File: src/rtl/spike_out_serializer.sv
// Output-spike serializer for the SNN core.
// Each core result word is tagged with an end-of-frame flag from the output
// grid position (oh, ow, ot) and buffered in a small FIFO. The buffered words
// are then streamed LSB chunk first as IO_WIDTH-bit beats over a valid/ready
// port. BP warns the input controller when the buffer is close to full, and
// OVF latches when a word has to be dropped.
module spike_out_serializer #(
  parameter int DATA_WIDTH = 16,
  parameter int IO_WIDTH   = 8,
  parameter int DEPTH      = 4,
  parameter int HW_WIDTH   = 5,
  parameter int T_WIDTH    = 5,
  parameter int I          = 4,
  parameter int J          = 4
) (
  input  logic                  CLK,
  input  logic                  RSTB,
  input  logic                  CORE_VALID,
  input  logic [DATA_WIDTH-1:0] CORE_DATA,
  input  logic [HW_WIDTH-1:0]   HW,
  input  logic [T_WIDTH-1:0]    T,
  output logic                  OUT_VALID,
  output logic [IO_WIDTH-1:0]   OUT_DATA,
  output logic                  OUT_LAST,
  input  logic                  OUT_READY,
  output logic                  BP,
  output logic                  OVF
);

  localparam int BEATS  = DATA_WIDTH / IO_WIDTH;
  localparam int BEAT_W = (BEATS > 1) ? $clog2(BEATS) : 1;
  localparam int PTR_W  = $clog2(DEPTH);
  localparam int CNT_W  = $clog2(DEPTH + 1);
  localparam logic [BEAT_W-1:0] LAST_BEAT = BEAT_W'(BEATS - 1);
  localparam logic [CNT_W-1:0]  CNT_FULL  = CNT_W'(DEPTH);
  localparam logic [CNT_W-1:0]  CNT_NEAR  = CNT_W'(DEPTH - 1);

  typedef enum logic [0:0] {
    S_IDLE,
    S_SEND
  } state_t;

  // FIFO storage: {last flag, word}
  logic [DATA_WIDTH:0]   r_mem [DEPTH];
  logic [PTR_W-1:0]      r_wr_ptr;
  logic [PTR_W-1:0]      r_rd_ptr;
  logic [CNT_W-1:0]      r_count;

  // Output grid position of the next word to be accepted
  logic [T_WIDTH-1:0]    r_ot;
  logic [HW_WIDTH-1:0]   r_ow;
  logic [HW_WIDTH-1:0]   r_oh;

  // Serializer state
  state_t                r_state;
  logic [DATA_WIDTH-1:0] r_shift;
  logic [BEAT_W-1:0]     r_beat;
  logic                  r_word_last;
  logic                  r_out_valid;
  logic                  r_out_last;
  logic                  r_bp;
  logic                  r_ovf;

  logic                  w_full;
  logic                  w_nempty;
  logic                  w_pop;
  logic                  w_push;
  logic [CNT_W-1:0]      w_count_next;
  logic [HW_WIDTH-1:0]   w_ow_max;
  logic [HW_WIDTH-1:0]   w_oh_max;
  logic                  w_ot_wrap;
  logic                  w_ow_wrap;
  logic                  w_oh_wrap;
  logic                  w_word_last;
  logic [DATA_WIDTH:0]   w_head;
  logic [BEAT_W-1:0]     w_beat_inc;

  assign w_full   = (r_count == CNT_FULL);
  assign w_nempty = (r_count != '0);
  assign w_head   = r_mem[r_rd_ptr];

  // A word leaves the FIFO when the serializer is idle, or when it is about
  // to finish the current word; the latter lets a full FIFO accept a write.
  assign w_pop  = w_nempty &&
                  ((r_state == S_IDLE) ||
                   (OUT_READY && (r_beat == LAST_BEAT)));
  assign w_push = CORE_VALID && (!w_full || w_pop);

  // Output grid extents: OH = H-(I-1), OW = W-(J-1)
  assign w_oh_max    = HW - HW_WIDTH'(I - 1);
  assign w_ow_max    = HW - HW_WIDTH'(J - 1);
  assign w_ot_wrap   = (r_ot == T);
  assign w_ow_wrap   = (r_ow == w_ow_max);
  assign w_oh_wrap   = (r_oh == w_oh_max);
  assign w_word_last = w_ot_wrap && w_ow_wrap && w_oh_wrap;

  assign w_beat_inc = r_beat + 1'b1;

  // Occupancy after the coming edge, used for count and registered BP
  always_comb begin
    // NOTE: defaulting every always_comb output first keeps the block free of latches.
    w_count_next = r_count;
    if (w_push && !w_pop) begin
      w_count_next = r_count + 1'b1;
    end else if (!w_push && w_pop) begin
      w_count_next = r_count - 1'b1;
    end
  end

  // FIFO data array write
  // NOTE: the storage array has no reset; the count/pointers alone define validity.
  always_ff @(posedge CLK) begin
    if (w_push) begin
      r_mem[r_wr_ptr] <= {w_word_last, CORE_DATA};
    end
  end

  // FIFO pointers, occupancy, back-pressure and sticky overflow
  always_ff @(posedge CLK or negedge RSTB) begin
    // NOTE: sequential state is updated with non-blocking assignments only.
    if (!RSTB) begin
      r_wr_ptr <= '0;
      r_rd_ptr <= '0;
      r_count  <= '0;
      r_bp     <= 1'b0;
      r_ovf    <= 1'b0;
    end else begin
      if (w_push) begin
        r_wr_ptr <= r_wr_ptr + 1'b1;
      end
      if (w_pop) begin
        r_rd_ptr <= r_rd_ptr + 1'b1;
      end
      r_count <= w_count_next;
      r_bp    <= (w_count_next >= CNT_NEAR);
      if (CORE_VALID && !w_push) begin
        r_ovf <= 1'b1;
      end
    end
  end

  // Grid position advances only on accepted words: ot innermost, then ow, then oh
  always_ff @(posedge CLK or negedge RSTB) begin
    if (!RSTB) begin
      r_ot <= '0;
      r_ow <= '0;
      r_oh <= '0;
    end else if (w_push) begin
      if (w_ot_wrap) begin
        r_ot <= '0;
        if (w_ow_wrap) begin
          r_ow <= '0;
          r_oh <= w_oh_wrap ? '0 : r_oh + 1'b1;
        end else begin
          r_ow <= r_ow + 1'b1;
        end
      end else begin
        r_ot <= r_ot + 1'b1;
      end
    end
  end

  // Serializer FSM: load a word on pop, then shift out one beat per handshake
  always_ff @(posedge CLK or negedge RSTB) begin
    if (!RSTB) begin
      r_state     <= S_IDLE;
      r_shift     <= '0;
      r_beat      <= '0;
      r_word_last <= 1'b0;
      r_out_valid <= 1'b0;
      r_out_last  <= 1'b0;
    end else if (w_pop) begin
      r_state     <= S_SEND;
      r_shift     <= w_head[DATA_WIDTH-1:0];
      r_beat      <= '0;
      r_word_last <= w_head[DATA_WIDTH];
      r_out_valid <= 1'b1;
      r_out_last  <= (LAST_BEAT == '0) && w_head[DATA_WIDTH];
    end else if ((r_state == S_SEND) && OUT_READY) begin
      if (r_beat == LAST_BEAT) begin
        r_state     <= S_IDLE;
        r_shift     <= '0;
        r_beat      <= '0;
        r_word_last <= 1'b0;
        r_out_valid <= 1'b0;
        r_out_last  <= 1'b0;
      end else begin
        r_shift    <= r_shift >> IO_WIDTH;
        r_beat     <= w_beat_inc;
        r_out_last <= (w_beat_inc == LAST_BEAT) && r_word_last;
      end
    end
  end

  assign OUT_VALID = r_out_valid;
  assign OUT_DATA  = r_shift[IO_WIDTH-1:0];
  assign OUT_LAST  = r_out_last;
  assign BP        = r_bp;
  assign OVF       = r_ovf;

endmodule
File: config.mk
export PLATFORM = sky130hd
export DESIGN_NAME = spike_out_serializer
export DESIGN_NICKNAME = d
export VERILOG_FILES = /design/src/rtl/spike_out_serializer.sv
export SDC_FILE = /design/constraint.sdc
export NUM_CORES = 1
export LEC_CHECK = 0
export BUFFER_PORTS_ARGS = -buffer_cell sky130_fd_sc_hd__buf_2
export CORE_MARGIN = 2
export CORE_UTILIZATION = 58
export CTS_CLUSTER_DIAMETER = 30
export CTS_CLUSTER_SIZE = 28
export DETAILED_ROUTE_END_ITERATION = 10
export PLACE_DENSITY_LB_ADDON = 0.2
export SLEW_MARGIN = 15
export SYNTH_ARGS = -nofsm -noshare
export SYNTH_HDL_FRONTEND = slang
export SYNTH_SLANG_ARGS = --single-unit
File: constraint.sdc
create_clock -name CLK -period 3.2 [get_ports CLK]
set_input_delay 0 -clock CLK [delete_from_list [all_inputs] [get_ports CLK]]
set_output_delay 0 -clock CLK [all_outputs]
set_load 0.05 [all_outputs]
==> impl_metrics.ini, run 1 <==
[clock_tree]
clkTransAtPathRegs_ps = 100
cts.repair.resized = 0
clockBufferDepth = 2
htree_levels = 3
root_buffer = clkbuf_8
cts_tree = done
cts_sinks = 112
clock_latency_ps = 390
cts_inserted_buffers = 9

[timing]
period_share_pct = 64.3
max_slew.worst_pin.slew_ps = 997
layout_min_cycle_time_ps = 2060
relSlewSlack_pct = 33.5
hold_viol = 0
fin_setup_tns_ps = 0
final_max_slew_viol_count = 0
max_freq_mhz = 486
setup_violations = 0
rsz0062_at_grt = no
fin_worst_skew_ps = 16.0

[floorplan]
start_util_pct = 60.0
die_width_um = 96.5
io_pins = 42
dieArea_um2 = 9300
dieHeight_um = 96.5
std_cell_rows = 33
coreArea_um2 = 8260

[finish]
diodes = 0
fillers = 604
layout.cells.non_filler = 503
syn2layout_area_growth_pct = 12.6
ff_latch_area_um2 = 3140
nNetsFinal = 434
multi_input_area_um2 = 1660
drive_gt1_share_pct = 24.6

[synthesis]
synthArstFlopShare_pct = 39.3
synth_edf_count = 68
syn-instance-count = 335
synthFlopType = edfxtp_1
synth_top_cell_area_share_pct = 41.2
seq_area_frac_synth_pct = 63.4
yosysUniqueCellTypes = 49
yosysWarnings = 0
yosysTopAreaCell = edfxtp_1
avgSynthCellArea_um2 = 14.8
synth_nets = 376
synth_area_leaders = edfxtp_1 (41%), dfrtp_1 (22%), mux4_2 (7.7%)
yosysMostFrequentCell = edfxtp_1
synth_common_cells = edfxtp_1 (68), dfrtp_1 (44), nand2_1 (35), mux4_2 (17), nand3_1 (14)
synth-seq-cells = 112
syn_area_um2 = 4960

[outcome]
status = finished, final reports clean

[critical_path]
ff2ff_setup_slack_ps = 1140
worstSetupStartpointType = flop
r2r-end = r_shift[4]
path_max_fanout = 17
cp_cell_sequence = inv_1, ha_1, nor2b_1, nor2_1, a21oi_2, a22oi_1, nand2_1
cp.arrival_ps = 2380
reg2reg_depth = 7
end_kind = flop
r2r-start = r_count[1]
crit_required_ps = 3530
worstSetupStartpoint = r_count[1]
cpPeakStageDelay_ps = 580
path_class = flop to flop
critPathSlowestCell = a21oi_2

[min_path]
hold_path_end = r_beat
min_path_cells = 4
min_from = OUT_READY
hp-class = input pin to flop

[drt]
routed_via_density = 5.77
drt-met1-wl_mm = 4.16
drtIter0Drc = 161
dr.max_layer_used = met4
drt-wirelength-per-cell_um = 18.1
vias = 2901
met3_wirelength_um = 404
postRouteAntennaNets = 0
route.detailed.drc = 0
drt-pass1-iter-count = 4
met2WireLength_mm = 4.37
routed_wl_mm = 9.08

[global_route]
grt_overflow_total = 0
grt_max_degree = 45
antenna_found_initial = 0
grt_pass1_vias = 2842
grt_pass1_wl_mm = 14.3
grt_use_total_pct = 21.0

[pwr]
irDropWorstVdd_mv = 0.338
p_per_area_nw_per_um2 = 798
p_leak_nw = 2.17

[place]
post-dp-hpwl_mm = 5.85
io_buffer_count = 41
dpl.cell_count = 469
place.gp.congestion = 0.780

[job]
drv_cap = 0
-- registers in the layout, summed over array words and instances (netlist names), 2 cells and up --
register  cells
r_mem        68
r_shift      16
r_oh          5
r_ot          5
r_ow          5
r_count       3
r_rd_ptr      2
r_wr_ptr      2
-- worst max path at each step --
stage               depth (start not counted)     endpoint
global placement                            5      r_oh[2]
finish                                      7   r_shift[4]
floorplan                                   4  r_mem[0][0]
detailed placement                          7   r_shift[4]
global route                                7   r_shift[3]
CTS                                         7   r_shift[4]
-- worst max-delay path, delay by kind of cell (launching register included) --
family / cells / cell delay (ps)
AND/OR/NAND/NOR: 3 / 430
buffers and inverters: 1 / 90
flip-flops: 1 / 430
adder cells (fa/ha/maj): 1 / 240
AO/OA/AOI/OAI: 2 / 800
-- cells by family after synthesis --
logic type	synth area share [%]
AOI/OAI and AO/OA	10.3
xor gates and xnor gates	4.42
adders and majority gates	2.78
buffers and inverters	3.10
DFF	63.4
muxes	8.15
and+or+nand+nor	7.90
-- final cells by class --
type / count / share of cell area [%]
multi-input combinational: 196 / 29.8
clock buffer: 10 / 2.29
inverter: 8 / 0.538
sequential: 112 / 56.3
tap: 105 / 2.35
timing repair buffer: 66 / 7.84
clock inverter: 6 / 0.941
-- metal layers --
layer  vias to the layer above  global-route usage, %
li1                       1371                      -
met5                         -                      0
met3                        13                   4.03
met1                      1461                   29.9
met4                         0                   8.10
met2                        56                   32.7
-- stage by stage --
step	cell area, um^2	util [%]	worst slack (ps)	hold WS, ps	power (mW)
3_5_place_dp	5220	63.3	1120	217	3.69
2_1_floorplan	4960	-	1020	-296	3.31
6_report	5580	67.6	1140	39.2	4.46
4_1_cts	5580	67.6	1110	26.1	4.49
3_3_place_gp	5220	63.3	1280	212	3.63
5_1_grt	5580	67.6	908	64.5	4.71
-- power breakdown --
group / total (mW) / switching (mW) / internal [mW]
Sequential: 2.18 / 0.266 / 1.91
Combinational: 1.49 / 0.857 / 0.634
Clock: 0.791 / 0.492 / 0.299
-- cell usage in the layout, fill, tap and decap left out, drive strengths merged, types with 2 or more instances in the layout --
| cell type | n |
|---|---|
| nand4 | 3 |
| nor3 | 6 |
| a22o | 12 |
| o21ai | 18 |
| or2 | 4 |
| a21o | 2 |
| clkinv | 3 |
| edfxtp | 68 |
| inv | 11 |
| nor2b | 2 |
| a22oi | 8 |
| a21oi | 7 |
| ha | 11 |
| nor2 | 5 |
| and2 | 5 |
| and3 | 2 |
| xnor2 | 10 |
| nor3b | 2 |
| buf | 48 |
| clkbuf | 10 |
| nand2 | 35 |
| o211ai | 8 |
| dfrtp | 44 |
| nand3 | 14 |
| xor2 | 9 |
| dlygate4sd3 | 18 |
| mux4 | 17 |
| xnor3 | 2 |
-- repair_timing --
item / in CTS / in global routing
buffers inserted: 0 / 0
hold buffers: 18 / 0
endpoints found under the hold margin: 110 / 0
No activity file was read; power rests on OpenSTA's default activity.
==> inputs of run 2 (changes only) <==
Settings changed: CORE_UTILIZATION 58 to 53.
Clock period 3.2 ns to 1.7 ns, I/O delays scaled along.
==> run 2 against run 1 <==
Compared with the run above:
- critical path depth is 1 lower
- largest cell class unchanged
- clock power rose by 110%
- total power grew 110%
- core utilization is 1.9 points lower
- critical endpoint is now r_oh[3]
==> impl_metrics.ini, run 2 (same netlist as run 1, synthesis figures left out) <==
[finish]
final_cell_mix = edfxtp_1 (68), buf_2 (41), dfrtp_1 (40)
nNetsFinal = 466
largest_register = r_mem
diodes = 0
top_regs = r_mem (68), r_shift (16)
syn2layout_area_growth_pct = 21.4
drive_gt1_share_pct = 34.4
fillers = 642
layout_commonest_cell = edfxtp_1
layout.cells.non_filler = 541
largest_reg_flops = 68

[clock_tree]
htree_levels = 3
cts_tree = done
clockBufferDepth = 2
cts_inserted_buffers = 9
clock_latency_ps = 370
cts_sinks = 112
root_buffer = clkbuf_8
clkTransAtPathRegs_ps = 110

[floorplan]
std_cell_rows = 35
io_pins = 42
die_width_um = 101
dieHeight_um = 101
start_util_pct = 54.2
dieArea_um2 = 10100
coreArea_um2 = 9150

[pwr]
irDropWorstVdd_mv = 0.967
p_per_area_nw_per_um2 = 1530
p_leak_nw = 2.36
total_power_mw = 9.21

[critical_path]
end_kind = flop
path_class = flop to flop
path_max_fanout = 4
reg2reg_depth = 6
crit_required_ps = 1990
worstSetupStartpointType = flop
cp.arrival_ps = 1950

[drt]
drt-pass1-iter-count = 4
routed_via_density = 5.55
route.detailed.drc = 0
vias = 3003
routed_wl_mm = 9.73
drt-wirelength-per-cell_um = 18.0
postRouteAntennaNets = 0
drtIter0Drc = 141

[global_route]
grt_pass1_vias = 2911
grt_use_total_pct = 19.3
antenna_found_initial = 0
grt_overflow_total = 0
grt_pass1_wl_mm = 14.7
grt_max_degree = 24

[timing]
setup_violations = 0
hold_viol = 0
max_slew.worst_pin.slew_ps = 720
hold_slack_ps = 68.8
final_max_slew_viol_count = 0
setup_ws_ps = 42.9
period_share_pct = 97.5
layout_min_cycle_time_ps = 1660
max_freq_mhz = 603
rsz0062_at_grt = yes
relSlewSlack_pct = 51.8
fin_worst_skew_ps = 13.1

[place]
post-dp-hpwl_mm = 6.28
io_buffer_count = 41
place.gp.congestion = 0.787
place_ws_ps = -56.0
dpl.cell_count = 495

[job]
drv_cap = 0

[outcome]
status = finished, final reports clean

[min_path]
min_path_cells = 4
hp-class = input pin to flop
run 2: stage by stage:
| stage | utilization [%] | area, um^2 | TNS, ps |
|---|---|---|---|
| floorplan | - | 4990 | 0 |
| global placement | 59.5 | 5440 | 0 |
| detailed placement | 59.5 | 5440 | -3100 |
| CTS | 64.2 | 5880 | 0 |
| global route | 65.8 | 6020 | -72.6 |
| finish | 65.8 | 6020 | 0 |
run 2: repair_timing:
item | CTS | global route
hold buffers | 18 | 0
setup endpoints to repair | 79 | 87
buffers inserted | 0 | 8
pin swaps | 7 | 12
resized for setup | 12 | 14
hold endpoints to repair | 86 | 0
cloned | 0 | 4
run 2: where the power goes:
part	internal [mW]	leakage [nW]	switching, mW
logic	1.62	1.11	1.89
registers	3.60	1.15	0.434
clock network	0.719	0.108	0.945
total	5.94	2.36	3.27
run 2: layout make-up:
type	count	area (um^2)	share of cell area, %
clock inverters	7	85.1	1.41
inverters	8	30.0	0.499
well taps	111	139	2.31
clock buffers	9	124	2.06
repair buffers	94	697	11.6
multi-input cells	200	1800	29.8
flip-flops and latches	112	3150	52.3
run 2: worst max-delay path: stages, from the launching register on:
cell	delay, ps
dfrtp_2	460
xor2_2	180
a2bb2o_4	240
a211oi_4	310
buf_4	190
o211ai_1	100
o211ai_1	100
run 2: metal layers:
| layer | GRT usage, % | part of all wire, % | vias up |
|---|---|---|---|
| met1 | 29.5 | 48 | 1495 |
| met2 | 28.3 | 47 | 62 |
| li1 | - | - | 1437 |
| met3 | 3.26 | 4.0 | 9 |
| met4 | 6.95 | 1.2 | 0 |
| met5 | 0 | 0 | - |
run 2: final timing paths:
check                      startpoint      end  slack, ps
setup reg to reg              r_oh[4]  r_oh[3]         40
min in group asynchronous        RSTB  r_ow[3]        150
max in group asynchronous        RSTB  r_oh[4]       1020
hold reg to reg                   OVF      OVF        480
setup / recovery              r_oh[4]  r_oh[3]         40
hold / removal              OUT_READY   r_beat         70
